[src/rtl/tensor_core_pkg.sv]
// Shared types and constants for the tensor core controller slice.
// Element/matrix typedefs, op codes, FSM states, index helpers.
package tensor_core_pkg;

    localparam int BUS_WIDTH  = 7;
    localparam int MATRIX_DIM = 3;
    localparam int NUM_ELEMS  = MATRIX_DIM * MATRIX_DIM;
    localparam int LOAD_BYTES = 2 * NUM_ELEMS;

    localparam int IDX_W = $clog2(LOAD_BYTES);
    localparam int CNT_W = $clog2(NUM_ELEMS + 1);
    localparam int RC_W  = $clog2(MATRIX_DIM);

    typedef logic signed [BUS_WIDTH:0] elem_t;
    typedef elem_t [MATRIX_DIM-1:0][MATRIX_DIM-1:0] matrix_t;

    typedef logic [IDX_W-1:0] idx_t;
    typedef logic [CNT_W-1:0] cnt_t;
    typedef logic [RC_W-1:0]  rc_t;

    typedef enum logic [1:0] {
        OP_MATMUL = 2'b00,
        OP_ADD    = 2'b01,
        OP_RELU   = 2'b10
    } op_e;

    typedef enum logic [1:0] {
        LOAD,
        START,
        COMPUTE,
        DRAIN
    } ctrl_state_t;

    function automatic rc_t row_of(input idx_t idx);
        idx_t q;
        q = idx / idx_t'(MATRIX_DIM);
        return q[RC_W-1:0];
    endfunction

    function automatic rc_t col_of(input idx_t idx);
        idx_t r;
        r = idx % idx_t'(MATRIX_DIM);
        return r[RC_W-1:0];
    endfunction

endpackage

[src/rtl/tensor_core_controller_serializer.sv]
// tensor_core_result_serializer: result buffer and valid/ready output stream.
// Ports: clk_i, rst_ni, cap_en_i/cap_idx_i/cap_data_i (capture),
//        drain_i (controller in DRAIN), out_* stream, done_o (last handshake).
// Optional: TENSOR_CORE_CTRL_CHECKSUM_EN appends an XOR checksum byte.
module tensor_core_result_serializer
    import tensor_core_pkg::*;
(
    input  logic             clk_i,
    input  logic             rst_ni,
    input  logic             cap_en_i,
    input  cnt_t             cap_idx_i,
    input  elem_t            cap_data_i,
    input  logic             drain_i,
    input  logic             out_ready_i,
    output logic [BUS_WIDTH:0] out_data_o,
    output logic             out_valid_o,
    output logic             out_last_o,
    output logic             done_o
);

`ifdef TENSOR_CORE_CTRL_CHECKSUM_EN
    localparam cnt_t LAST_IDX = cnt_t'(NUM_ELEMS);
`else
    localparam cnt_t LAST_IDX = cnt_t'(NUM_ELEMS - 1);
`endif

    elem_t res_q [NUM_ELEMS];
    cnt_t  out_idx_q;

    always_ff @(posedge clk_i or negedge rst_ni) begin
        if (!rst_ni) begin
            for (int i = 0; i < NUM_ELEMS; i++) begin
                res_q[i] <= '0;
            end
        end else if (cap_en_i) begin
            res_q[cap_idx_i] <= cap_data_i;
        end
    end

    // Index only moves on a handshake, so data/last hold under stall.
    always_ff @(posedge clk_i or negedge rst_ni) begin
        if (!rst_ni) begin
            out_idx_q <= '0;
        end else if (drain_i && out_ready_i) begin
            out_idx_q <= out_last_o ? '0 : out_idx_q + cnt_t'(1);
        end
    end

`ifdef TENSOR_CORE_CTRL_CHECKSUM_EN
    elem_t csum;

    always_comb begin
        csum = '0;
        for (int i = 0; i < NUM_ELEMS; i++) begin
            csum = csum ^ res_q[i];
        end
    end

    assign out_data_o = (out_idx_q == cnt_t'(NUM_ELEMS)) ? csum
                                                        : res_q[out_idx_q];
`else
    assign out_data_o = res_q[out_idx_q];
`endif

    assign out_valid_o = drain_i;
    assign out_last_o  = drain_i && (out_idx_q == LAST_IDX);
    assign done_o      = out_last_o && out_ready_i;

endmodule

[src/rtl/tensor_core_controller.sv]
// Initiator-side controller for small_tensor_core: loads A/B and op from an
// 18-byte stream, starts the core, captures 9 results, streams them out.
// Ports: in_* operand stream, out_* result stream, busy, core_* to the core.
// Optional: TENSOR_CORE_CTRL_CHECKSUM_EN (checksum byte in result stream).
module tensor_core_controller
    import tensor_core_pkg::*;
(
    input  logic                 tensor_core_clock,
    input  logic                 reset_n_in,
    input  logic [BUS_WIDTH:0]   in_data,
    input  logic                 in_valid,
    input  logic [1:0]           in_op,
    output logic                 in_ready,
    output logic [BUS_WIDTH:0]   out_data,
    output logic                 out_valid,
    output logic                 out_last,
    input  logic                 out_ready,
    output logic                 busy,
    output logic                 core_write_enable,
    output logic                 core_reset,
    output logic                 core_start,
    output logic [1:0]           core_operation_select,
    output matrix_t              core_input1,
    output matrix_t              core_input2,
    input  matrix_t              core_output
);

    ctrl_state_t state_q, state_d;
    idx_t        load_idx_q, load_idx_d;
    cnt_t        cap_idx_q, cap_idx_d;
    matrix_t     a_q, a_d;
    matrix_t     b_q, b_d;
    logic [1:0]  op_q, op_d;
    logic        core_reset_q;

    logic        cap_en;
    logic        drain;
    logic        done;
    idx_t        b_idx;
    idx_t        cap_full;
    elem_t       cap_data;

    always_ff @(posedge tensor_core_clock or negedge reset_n_in) begin
        if (!reset_n_in) begin
            state_q      <= LOAD;
            load_idx_q   <= '0;
            cap_idx_q    <= '0;
            a_q          <= '0;
            b_q          <= '0;
            op_q         <= '0;
            core_reset_q <= 1'b1;
        end else begin
            state_q      <= state_d;
            load_idx_q   <= load_idx_d;
            cap_idx_q    <= cap_idx_d;
            a_q          <= a_d;
            b_q          <= b_d;
            op_q         <= op_d;
            core_reset_q <= 1'b0;
        end
    end

    assign b_idx    = load_idx_q - idx_t'(NUM_ELEMS);
    assign cap_full = idx_t'(cap_idx_q);
    // Core presents element c only while its counter equals c.
    assign cap_data = core_output[row_of(cap_full)][col_of(cap_full)];

    always_comb begin
        state_d           = state_q;
        load_idx_d        = load_idx_q;
        cap_idx_d         = cap_idx_q;
        a_d               = a_q;
        b_d               = b_q;
        op_d              = op_q;
        in_ready          = 1'b0;
        core_start        = 1'b0;
        core_write_enable = 1'b1;
        busy              = 1'b0;
        cap_en            = 1'b0;
        drain             = 1'b0;

        unique case (state_q)
            LOAD: begin
                in_ready = !core_reset_q;
                if (in_valid && in_ready) begin
                    if (load_idx_q < idx_t'(NUM_ELEMS)) begin
                        a_d[row_of(load_idx_q)][col_of(load_idx_q)] = in_data;
                    end else begin
                        b_d[row_of(b_idx)][col_of(b_idx)] = in_data;
                    end
                    if (load_idx_q == '0) begin
                        op_d = in_op;
                    end
                    if (load_idx_q == idx_t'(LOAD_BYTES - 1)) begin
                        load_idx_d = '0;
                        state_d    = START;
                    end else begin
                        load_idx_d = load_idx_q + idx_t'(1);
                    end
                end
            end
            START: begin
                busy              = 1'b1;
                core_start        = 1'b1;
                core_write_enable = 1'b0;
                cap_idx_d         = '0;
                state_d           = COMPUTE;
            end
            COMPUTE: begin
                busy              = 1'b1;
                core_write_enable = 1'b0;
                cap_en            = 1'b1;
                if (cap_idx_q == cnt_t'(NUM_ELEMS - 1)) begin
                    cap_idx_d = '0;
                    state_d   = DRAIN;
                end else begin
                    cap_idx_d = cap_idx_q + cnt_t'(1);
                end
            end
            DRAIN: begin
                busy  = 1'b1;
                drain = 1'b1;
                if (done) begin
                    state_d = LOAD;
                end
            end
            default: begin
                state_d = LOAD;
            end
        endcase
    end

    tensor_core_result_serializer u_ser (
        .clk_i       (tensor_core_clock),
        .rst_ni      (reset_n_in),
        .cap_en_i    (cap_en),
        .cap_idx_i   (cap_idx_q),
        .cap_data_i  (cap_data),
        .drain_i     (drain),
        .out_ready_i (out_ready),
        .out_data_o  (out_data),
        .out_valid_o (out_valid),
        .out_last_o  (out_last),
        .done_o      (done)
    );

    assign core_reset            = core_reset_q;
    assign core_operation_select = op_q;
    assign core_input1           = a_q;
    assign core_input2           = b_q;

endmodule

[config.mk]
export PLATFORM = sky130hd
export DESIGN_NAME = tensor_core_controller
export DESIGN_NICKNAME = d
export VERILOG_FILES = /design/src/rtl/tensor_core_pkg.sv /design/src/rtl/tensor_core_controller_serializer.sv /design/src/rtl/tensor_core_controller.sv
export SDC_FILE = /design/constraint.sdc
export NUM_CORES = 1
export LEC_CHECK = 0
export ABC_CLOCK_PERIOD_IN_PS = 6800
export BUFFER_PORTS_ARGS = -buffer_cell sky130_fd_sc_hd__buf_2
export CORE_MARGIN = 2
export CORE_UTILIZATION = 45
export CTS_CLUSTER_DIAMETER = 80
export DETAILED_ROUTE_END_ITERATION = 7
export HOLD_SLACK_MARGIN = 0.15
export PLACE_DENSITY_LB_ADDON = 0.08
export SYNTH_ARGS = -nofsm -noshare
export SYNTH_HDL_FRONTEND = slang
export SYNTH_SLANG_ARGS = --single-unit
export TNS_END_PERCENT = 1
[constraint.sdc]
create_clock -name tensor_core_clock -period 6.8 [get_ports tensor_core_clock]
set_clock_uncertainty 0.1 [all_clocks]
set_input_delay 1.36 -clock tensor_core_clock [delete_from_list [all_inputs] [get_ports tensor_core_clock]]
set_output_delay 1.36 -clock tensor_core_clock [all_outputs]
set_load 0.01 [all_outputs]
==> flow_metrics.tcl <==
set metrics [dict create \
    portBuffers 246 \
    power.leakage_nw 7.15 \
    netlist_area_um2 11700 \
    cp.required_ns 7.11 \
    crit_path_start_kind "register" \
    grt.total_usage 0.231 \
    clock_latency_ns 0.54 \
    fin_tns_setup_ns 0 \
    synthArstFlopShare 1.00 \
    worst_pin_slew_ns 1.03 \
    drive_gt1_frac 0.382 \
    place_congestion 0.845 \
    cpMaxStageDelayCell "a21boi_2" \
    drt-pass1-iter-count 5 \
    antenna_cells 0 \
    ys_types 82 \
    cp_cell_sequence "buf_4, clkinv_1, buf_4, ha_1, inv_2, nor3_1, a2111oi_0, a221o_1, o21a_1, inv_1, ha_1, or3_1, nor4_1, nor3b_1, a21boi_2, mux2_2" \
    hp-class "reg2reg" \
    clock.fmax_mhz 184 \
    die_h_um 165 \
    initial_core_util 0.454 \
    hold-worst-slack_ns 0.370 \
    grt_pass1_wl_mm 48.9 \
    outcome "finished, final reports clean" \
    drtIter0Drc 509 \
    endpoint_kind "register" \
    ios 247 \
    vias 8909 \
    critPathArrivalTime_ns 5.75 \
    synth.avg_cell_area_um2 11.7 \
    cts_htree_levels 1 \
    post_cts_buffers 0 \
    synthMostInstantiatedCell "dfrtp_1" \
    first_global_vias 8685 \
    synthTopCellsByCount "dfrtp_1 (233), mux2_2 (131), nand2_1 (108)" \
    areaGrowthSynthToFinish_pct 20.7 \
    min_period_ns 5.44 \
    crit_family "compound AO/OA/AOI/OAI gates" \
    yosysSeqAreaShare 0.500 \
    yosys-top-cells-area "dfrtp_1 (50%), mux2_2 (13%), o31ai_1 (4.8%)" \
    n_fill_cell 2276 \
    cts_resized 0 \
    synth_edf_count 0 \
    viasPerCell 5.62 \
    path_max_fanout 27 \
    synth_seq_cells 234 \
    drv_cap 0 \
    path_class "reg2reg" \
    yosysTopAreaCell "dfrtp_1" \
    path_buf_inv 5 \
    cts.sinks 234 \
    rsz0062_at_grt "no" \
    drt_wl_total_mm 32.0 \
    wire_per_inst_um 20.2 \
    finalHoldViolations 0 \
    antenna_found_initial 0 \
    hpwl_mm 22.5 \
    cts_tree "yes" \
    gr-total-overflow 0 \
    period_share 0.800 \
    core_um2 25800 \
    die_w_um 165 \
    yosysTopAreaCellShare 0.497 \
    synth_cells 1002 \
    power.total_w 0.00617 \
    cts_buffers 27 \
    pwr_density_cell_nw_per_um2 436 \
    grt_max_degree 120 \
    ir_worst_vdd_mv 0.256 \
    cts_root_buf "clkbuf_16" \
    final-setup-viol-count 0 \
    slew_violations 0 \
    drc 0 \
    die_area_um2 27400 \
    ctsHoldBuffers 0 \
    path_clk_slew_ns 0.06 \
    synthFlopType "dfrtp_1" \
    fin_util 0.547 \
    nNetsFinal 1341 \
    drtAntennaViolNets 0 \
    ys_warn_count 0 \
    syn-num-nets 1113 \
    max_stage_delay_ns 0.50 \
    slew_headroom 0.313 \
    num_rows 59 \
    clock_path_buffers 3 \
]
==> power breakdown <==
part           internal [W]  switching [W]  total, W
registers           0.00176       0.000298   0.00206
clock network      0.000905       0.000575   0.00148
logic               0.00107        0.00156   0.00263
total               0.00374        0.00243   0.00617
==> worst register-to-register path, cell delays in order (launching register included) <==
cell,delay [ns]
dfrtp_1,0.32
buf_4,0.29
clkinv_1,0.34
buf_4,0.30
ha_1,0.40
inv_2,0.17
nor3_1,0.07
a2111oi_0,0.41
a221o_1,0.35
o21a_1,0.27
inv_1,0.12
ha_1,0.23
or3_1,0.41
nor4_1,0.26
nor3b_1,0.36
a21boi_2,0.50
mux2_2,0.40
==> worst paths after layout <==
path / start / endpoint / slack, ns / cells past startpoint
worst max-delay path: load_idx_q[0] / core_input2[19] / 1.36 / 16
worst max register to register: load_idx_q[0] / core_input2[19] / 1.36 / 16
worst min-delay path: u_ser.res_q[48] / u_ser.res_q[48] / 0.37 / 2
min in group asynchronous: reset_n_in / core_input2[43] / 0.79 / 1
worst min register to register: u_ser.res_q[48] / u_ser.res_q[48] / 0.37 / 2
max in group asynchronous: reset_n_in / core_input2[34] / 4.64 / 2
==> cell usage in the layout (no fill, tap or decap), drive strengths merged, types with 9 or more instances in the layout <==
| cell type | Yosys | layout |
|---|---|---|
| buf | 24 | 255 |
| dfrtp | 233 | 233 |
| mux2 | 140 | 140 |
| nand2 | 108 | 108 |
| o31ai | 75 | 75 |
| clkbuf | 32 | 42 |
| o21ai | 37 | 37 |
| nor2 | 29 | 29 |
| a21oi | 28 | 28 |
| inv | 27 | 28 |
| mux2i | 27 | 27 |
| ha | 25 | 25 |
| nand3 | 25 | 25 |
| mux4 | 17 | 17 |
| a22oi | 17 | 17 |
| o211ai | 14 | 14 |
| nand4 | 12 | 12 |
| nor3 | 11 | 11 |
| a21boi | 11 | 11 |
| o22ai | 9 | 9 |
==> final cells by class <==
class | instances | area [um^2] | share of cell area
sequential | 234 | 5860 | 0.414
multi-input combinational | 684 | 5520 | 0.390
timing repair buffer | 255 | 1320 | 0.0934
clock buffer | 42 | 822 | 0.0581
tap | 335 | 419 | 0.0296
inverter | 28 | 105 | 0.00743
clock inverter | 7 | 100 | 0.00708
==> state kept, by name (all words and copies together), names as in the netlist <==
signal / count
cap_idx_q: 4
core_input1: 72
core_input2: 72
core_operation_select: 2
core_reset: 1
load_idx_q: 5
state_q: 2
u_ser.out_idx_q: 4
u_ser.res_q: 72
==> layer usage <==
layer / GRT usage / wire length (um)
met5: 0 / 0
met4: 0.0650 / 811
met3: 0.0347 / 1660
met2: 0.414 / 16500
met1: 0.291 / 13100
==> cell families (layout without fill, tap and decap cells) <==
family | count (synthesis) | count (layout) | share of synthesized area
other | 1 | 1 | 0.000320
flip-flops | 234 | 234 | 0.500
XOR/XNOR | 6 | 6 | 0.00448
AND/OR/NAND/NOR | 229 | 229 | 0.0982
buffers and inverters | 84 | 332 | 0.0305
multiplexers | 184 | 184 | 0.193
AO/OA/AOI/OAI | 239 | 239 | 0.147
adder cells (fa/ha/maj) | 25 | 25 | 0.0267
==> through the flow <==
step | worst slack [ns] | std cells | instance area [um^2]
5_1_grt | 1.01 | 1585 | 14100
3_3_place_gp | 1.61 | 1536 | 13200
6_report | 1.36 | 1585 | 14100
2_1_floorplan | 1.95 | 1002 | 11700
3_5_place_dp | 1.47 | 1536 | 13200
4_1_cts | 1.46 | 1585 | 14100
(Power assumes the default switching activity.)
